## src/rtl/add_sub_pkg.sv

```systemverilog
// Shared types for the multicycle add/sub block: operation encoding,
// controller states and a small decode helper.
package add_sub_pkg;

    // Operation encoding as presented on the op port.
    typedef enum logic [1:0] {
        OP_ADD  = 2'b00,
        OP_SUB  = 2'b01,
        OP_SLT  = 2'b10,
        OP_SLTU = 2'b11
    } op_e;

    // Controller states.
    typedef enum logic [1:0] {
        S_IDLE = 2'b00,
        S_BUSY = 2'b01,
        S_DONE = 2'b10
    } state_e;

    // Every operation except ADD is evaluated as a + ~b + 1.
    function automatic logic is_subtract(input op_e o);
        return (o != OP_ADD);
    endfunction

endpackage

```

## src/rtl/add_sub_chunk.sv

```systemverilog
// Combinational CHUNK-bit adder slice with carry in and carry out.
module add_sub_chunk #(
    parameter int CHUNK = 8
) (
    input  logic [CHUNK-1:0] a,
    input  logic [CHUNK-1:0] b,
    input  logic             cin,
    output logic [CHUNK-1:0] sum,
    output logic             cout
);

    // Widen by one bit so the carry out falls out of the addition.
    always_comb begin
        {cout, sum} = {1'b0, a} + {1'b0, b} + {{CHUNK{1'b0}}, cin};
    end

endmodule

```

## src/rtl/multicycle_add_sub.sv

```systemverilog
// Multicycle adder/subtractor/comparator. Operands are consumed CHUNK bits
// per cycle through a single reused add_sub_chunk slice; the result is held
// until the consumer takes it.
// Optional feature: define MULTICYCLE_ADD_SUB_FLAGS_EN to drive the
// cout/overflow/zero/negative flag outputs; otherwise they are tied to 0.
module multicycle_add_sub
    import add_sub_pkg::*;
#(
    parameter int WIDTH = 32,
    parameter int CHUNK = 8
) (
    input  logic             clk,
    input  logic             rst,
    input  logic             in_valid,
    output logic             in_ready,
    input  logic [WIDTH-1:0] a,
    input  logic [WIDTH-1:0] b,
    input  logic [1:0]       op,
    output logic             out_valid,
    input  logic             out_ready,
    output logic [WIDTH-1:0] result,
    output logic             cout,
    output logic             overflow,
    output logic             zero,
    output logic             negative
);

    localparam int N     = WIDTH / CHUNK;
    localparam int CNT_W = (N > 1) ? $clog2(N) : 1;

    generate
        if (CHUNK < 1 || CHUNK > WIDTH || (WIDTH % CHUNK) != 0) begin : g_bad_cfg
            $error("multicycle_add_sub: CHUNK must divide WIDTH and not exceed it");
        end
    endgenerate

    state_e             state;
    state_e             state_next;
    logic [WIDTH-1:0]   a_r;       // operand a, shifted right one chunk per cycle
    logic [WIDTH-1:0]   b_r;       // b or ~b, shifted the same way
    logic [WIDTH-1:0]   sum_r;     // sum chunks, filled in from the top
    op_e                op_r;
    logic               carry;
    logic [CNT_W-1:0]   k;

    logic [CHUNK-1:0]   chunk_sum;
    logic               chunk_cout;
    logic               accept;
    logic               last_chunk;
    logic [WIDTH-1:0]   sum_next;
    logic               raw_ovf;
    logic               slt_bit;
    logic               sltu_bit;
    logic [WIDTH-1:0]   final_result;

    // The current chunk always sits in the low bits of the shifted operands.
    add_sub_chunk #(.CHUNK(CHUNK)) u_chunk (
        .a    (a_r[CHUNK-1:0]),
        .b    (b_r[CHUNK-1:0]),
        .cin  (carry),
        .sum  (chunk_sum),
        .cout (chunk_cout)
    );

    assign accept     = (state == S_IDLE) && in_valid;
    assign last_chunk = (k == CNT_W'(N - 1));

    // Assemble the sum and derive the compare bits from the final chunk.
    always_comb begin
        // NOTE: every always_comb output gets a default first so no path can infer a latch.
        final_result = '0;
        sum_next     = (sum_r >> CHUNK) | (WIDTH'(chunk_sum) << (WIDTH - CHUNK));
        // On the last chunk the operand MSBs are at bit CHUNK-1 of the shifted registers.
        raw_ovf      = (a_r[CHUNK-1] == b_r[CHUNK-1]) && (chunk_sum[CHUNK-1] != a_r[CHUNK-1]);
        slt_bit      = chunk_sum[CHUNK-1] ^ raw_ovf;
        sltu_bit     = ~chunk_cout;
        case (op_r)
            OP_SLT:  final_result = WIDTH'(slt_bit);
            OP_SLTU: final_result = WIDTH'(sltu_bit);
            default: final_result = sum_next;
        endcase
    end

    // State register.
    always_ff @(posedge clk or posedge rst) begin
        if (rst) begin
            state <= S_IDLE;
        end else begin
            // NOTE: sequential state uses non-blocking assignments so every register samples pre-edge values.
            state <= state_next;
        end
    end

    // Next-state logic.
    always_comb begin
        state_next = state;
        case (state)
            S_IDLE:  if (in_valid)   state_next = S_BUSY;
            S_BUSY:  if (last_chunk) state_next = S_DONE;
            S_DONE:  if (out_ready)  state_next = S_IDLE;
            default: state_next = S_IDLE;
        endcase
    end

    // Handshake outputs decoded from the state.
    always_comb begin
        in_ready  = (state == S_IDLE);
        out_valid = (state == S_DONE);
    end

    // Operand capture and chunk-serial datapath.
    always_ff @(posedge clk or posedge rst) begin
        if (rst) begin
            a_r    <= '0;
            b_r    <= '0;
            sum_r  <= '0;
            op_r   <= OP_ADD;
            carry  <= 1'b0;
            k      <= '0;
            result <= '0;
        end else if (accept) begin
            a_r   <= a;
            b_r   <= is_subtract(op_e'(op)) ? ~b : b;
            sum_r <= '0;
            op_r  <= op_e'(op);
            carry <= is_subtract(op_e'(op));
            k     <= '0;
        end else if (state == S_BUSY) begin
            a_r   <= a_r >> CHUNK;
            b_r   <= b_r >> CHUNK;
            sum_r <= sum_next;
            carry <= chunk_cout;
            k     <= k + 1'b1;
            if (last_chunk) begin
                result <= final_result;
            end
        end
    end

`ifdef MULTICYCLE_ADD_SUB_FLAGS_EN
    // Flags of the raw add/sub, captured with the final chunk.
    always_ff @(posedge clk or posedge rst) begin
        if (rst) begin
            cout     <= 1'b0;
            overflow <= 1'b0;
            zero     <= 1'b0;
            negative <= 1'b0;
        end else if (state == S_BUSY && last_chunk) begin
            cout     <= chunk_cout;
            overflow <= raw_ovf;
            zero     <= (sum_next == '0);
            negative <= sum_next[WIDTH-1];
        end
    end
`else
    assign cout     = 1'b0;
    assign overflow = 1'b0;
    assign zero     = 1'b0;
    assign negative = 1'b0;
`endif

endmodule
```

## config.mk

```make
export PLATFORM = sky130hd
export DESIGN_NAME = multicycle_add_sub
export DESIGN_NICKNAME = d
export VERILOG_FILES = /design/src/rtl/add_sub_pkg.sv /design/src/rtl/add_sub_chunk.sv /design/src/rtl/multicycle_add_sub.sv
export SDC_FILE = /design/constraint.sdc
export NUM_CORES = 1
export LEC_CHECK = 0
export BUFFER_PORTS_ARGS = -buffer_cell sky130_fd_sc_hd__buf_2
export CAP_MARGIN = 20
export CORE_MARGIN = 3
export CORE_UTILIZATION = 30
export CTS_CLUSTER_DIAMETER = 30
export DETAILED_ROUTE_END_ITERATION = 8
export PLACE_DENSITY = 0.48
export SLEW_MARGIN = 20
export SYNTH_ARGS = -nofsm -noshare
export SYNTH_HDL_FRONTEND = slang
export SYNTH_SLANG_ARGS = --single-unit
```

## constraint.sdc

```tcl
create_clock -name clk -period 5.1 [get_ports clk]
set_input_delay 1.02 -clock clk [delete_from_list [all_inputs] [get_ports clk]]
set_output_delay 1.02 -clock clk [all_outputs]
set_load 0.05 [all_outputs]
```

==> out/metrics.cfg <==
[finish]
final_util_pct=37.4
nNetsFinal=751
stdcell_count=944
drive_above_1_share_pct=22.5
register_area_mm2=0.00318
antenna-diode-count=0
multi_input_comb_area_mm2=0.00244
flow.area_growth_from_synthesis_pct=20.9
fillCellCount=1962

[clock_network]
cts-htree-levels=4
cts_buffers=17
cts.reportedPaths.clkPinSlew_ps=60
cts_tree=yes
number_of_setup_buffers_added_after_cts=0
ctsResizeCount=0
post_cts_hold_buffer_count=0
clockRootBuffer=sky130_fd_sc_hd__clkbuf_16
ctsLongestPathBuffers=2
cts.sinks=127
clock_insertion_delay_worst_skew_ps=420

[routing]
route.vias.total=4422
post_drt_wl_per_cell_um=15.2
postRouteAntennaNets=0
drt_first_iter_violations=179
post-route-drc-count=0
drt-pass1-iter-count=4
drt-total-wl_mm=14.3
avgViaCountPerCell=4.68

[floorplanning]
number_of_core_rows=50
die_w_um=146
die_area_mm2=0.0213
initial_core_utilization_pct=31.0
pin_count=108
core_footprint_mm2=0.0190
die_h_um=146

[critical_path]
startpoint_type=register
crit_path_kind=reg2out
crit_reg_reg_startpoint=state[0]$_DFFE_PP0P_
worst-endpoint-required_ps=4080
timing.critical_path.to=out_valid
worst_setup_path_startpoint=state[0]$_DFFE_PP0P_
worst_r2r_endpoint=b_r[12]$_DFFE_PP0P_
rr_worst_depth=4
critical_path.endpoint_type=primary output
arrival_ps=1340
worst-path-max-fanout=6
ff_to_ff_setup_slack_ps=2760

[sta]
unrepaired_setup_endpoints_after_global_routing=no
slew-limit-headroom_pct=27.5
fmax_mhz=423
final-max-slew-violation-count=0
tightestPinTransition_ps=1080
clock-skew-final_ps=8.73
final_setup_violating_endpoints=0
post-route-period-util_pct=46.3
fin_tns_setup_ps=0
hold_violations=0
timing.final.crit_period_ps=2360

[pwr]
fin_total_pwr_uw=4970
max-vdd-ir-drop_v=0.000298
cellLeakagePower_uw=0.00345
power_density_mw_per_mm2=699

[global_route]
grt_pass1_vias=4559
grt_start_max_net_pins=68
antenna_found_initial=1
grt_first_pass_wirelength_mm=23.7
global_route.overflow_total=0
grtUsageTotal_pct=13.9

[yosys]
post_synth.cell_area_avg_um2=9.98
yosys.cell_count.top_type=sky130_fd_sc_hd__nand2_1
distinct_cell_type_count_of_the_synthesized_netlist=41
synthesis.area_mm2=0.00589
synth_top_cell_by_area=sky130_fd_sc_hd__dfrtp_1
ys_top_cells_by_area=sky130_fd_sc_hd__dfrtp_1, sky130_fd_sc_hd__nand2_1, sky130_fd_sc_hd__o21ai_0, sky130_fd_sc_hd__xor2_1, sky130_fd_sc_hd__a221o_1
postSynth.asyncResetShare_pct=100
yosys_reg_bits=127
synthDominantCellAreaShare_pct=54.0
yosysWarnings=0
dominantRegCellSynth=sky130_fd_sc_hd__dfrtp_1
synth.yosys.seq_area_share_pct=54.0
synthesis.instances=590
synth_top_cells_by_count=sky130_fd_sc_hd__nand2_1, sky130_fd_sc_hd__dfrtp_1, sky130_fd_sc_hd__o21ai_0, sky130_fd_sc_hd__xor2_1, sky130_fd_sc_hd__nand2b_1
synth_edf_count=0

[place]
dpl.hpwl_mm=9.66
dpl.cell_count=912
globalplace.congestion=0.764
numPortBuffers=103

[worst_hold_path]
min-delay-path-class=reg2reg

[flow_run]
cap_viol_max_count=0

[status]
run_status=completed

==> worst max-delay path, stage by stage (launching register included) <==
cell and delay, ps:
sky130_fd_sc_hd__dfrtp_1 440, sky130_fd_sc_hd__nand2b_1 180, sky130_fd_sc_hd__inv_1 50, sky130_fd_sc_hd__buf_2 250
==> power breakdown <==
group          switching [uW]  internal, uW
sequential                297          1430
clock                     465           758
combinational            1370           651
==> per-stage QoR <==
step                hold slack [ps]  setup slack, ps  instance area (um2)
detailed placement              463             2220                 6520
floorplan                       445              696                 5900
global placement                459             2270                 6520
global route                    489             2580                 7120
finish                          471             2740                 7120
CTS                             478             2670                 7120
==> cells by family after synthesis <==
logic type	count (synthesis)	synth area share [%]
xor gates and xnor gates	38	5.65
AOI/OAI and AO/OA	141	16.8
buffers and inverters	54	4.91
adders and majority gates	10	2.38
DFF	127	54.0
and+or+nand+nor	219	16.3
other	1	0.0637
==> worst min path at each step <==
| stage | to | depth (start not counted) | startpoint | slack, ps |
|---|---|---|---|---|
| 2_1_floorplan | a_r[10]$_DFFE_PP0P_ | 2 | a_r[10]$_DFFE_PP0P_ | 450 |
| 3_3_place_gp | result[16]$_DFFE_PP0P_ | 2 | result[16]$_DFFE_PP0P_ | 460 |
| 3_5_place_dp | a_r[10]$_DFFE_PP0P_ | 2 | a_r[10]$_DFFE_PP0P_ | 460 |
| 4_1_cts | a_r[10]$_DFFE_PP0P_ | 2 | a_r[10]$_DFFE_PP0P_ | 480 |
| 5_1_grt | a_r[10]$_DFFE_PP0P_ | 2 | a_r[10]$_DFFE_PP0P_ | 490 |
| 6_report | result[21]$_DFFE_PP0P_ | 2 | result[21]$_DFFE_PP0P_ | 470 |
==> final cells by class <==
class,instances,share of cell area [%]
Inverter,6,0.351
Timing Repair Buffer,107,7.66
Tap cell,260,4.57
Clock inverter,12,1.92
Multi-Input combinational cell,412,34.3
Sequential cell,127,44.6
Clock buffer,20,6.56
==> cells in the final DEF, fill, tap and decap left out, types with 3 or more instances in the layout <==
| cell type | count |
|---|---|
| sky130_fd_sc_hd__o31ai_2 | 5 |
| sky130_fd_sc_hd__dfrtp_1 | 127 |
| sky130_fd_sc_hd__clkbuf_16 | 17 |
| sky130_fd_sc_hd__nand3_1 | 15 |
| sky130_fd_sc_hd__clkinv_4 | 3 |
| sky130_fd_sc_hd__o21ai_0 | 68 |
| sky130_fd_sc_hd__nand2b_1 | 27 |
| sky130_fd_sc_hd__a22oi_1 | 23 |
| sky130_fd_sc_hd__nor2_1 | 26 |
| sky130_fd_sc_hd__xor2_1 | 34 |
| sky130_fd_sc_hd__buf_4 | 4 |
| sky130_fd_sc_hd__xnor2_1 | 4 |
| sky130_fd_sc_hd__ha_1 | 8 |
| sky130_fd_sc_hd__clkinvlp_4 | 6 |
| sky130_fd_sc_hd__a221o_1 | 25 |
| sky130_fd_sc_hd__conb_1 | 4 |
| sky130_fd_sc_hd__clkbuf_8 | 3 |
| sky130_fd_sc_hd__buf_2 | 103 |
| sky130_fd_sc_hd__inv_1 | 5 |
| sky130_fd_sc_hd__a21o_1 | 4 |
| sky130_fd_sc_hd__nand2_1 | 141 |
==> per-layer routing <==
| metal | global-route usage [%] | share of wire, % |
|---|---|---|
| met1 | 19.4 | 49 |
| met2 | 20.4 | 44 |
| met3 | 3.79 | 4.9 |
| met4 | 5.41 | 1.7 |
| met5 | 0 | 0.049 |
==> state kept, by name, indices dropped and copies added (netlist names) <==
name,flops
a_r,32
b_r,32
carry,1
k,2
op_r,2
result,32
state,2
sum_r,24
No activity file was read; power rests on OpenSTA's default activity.
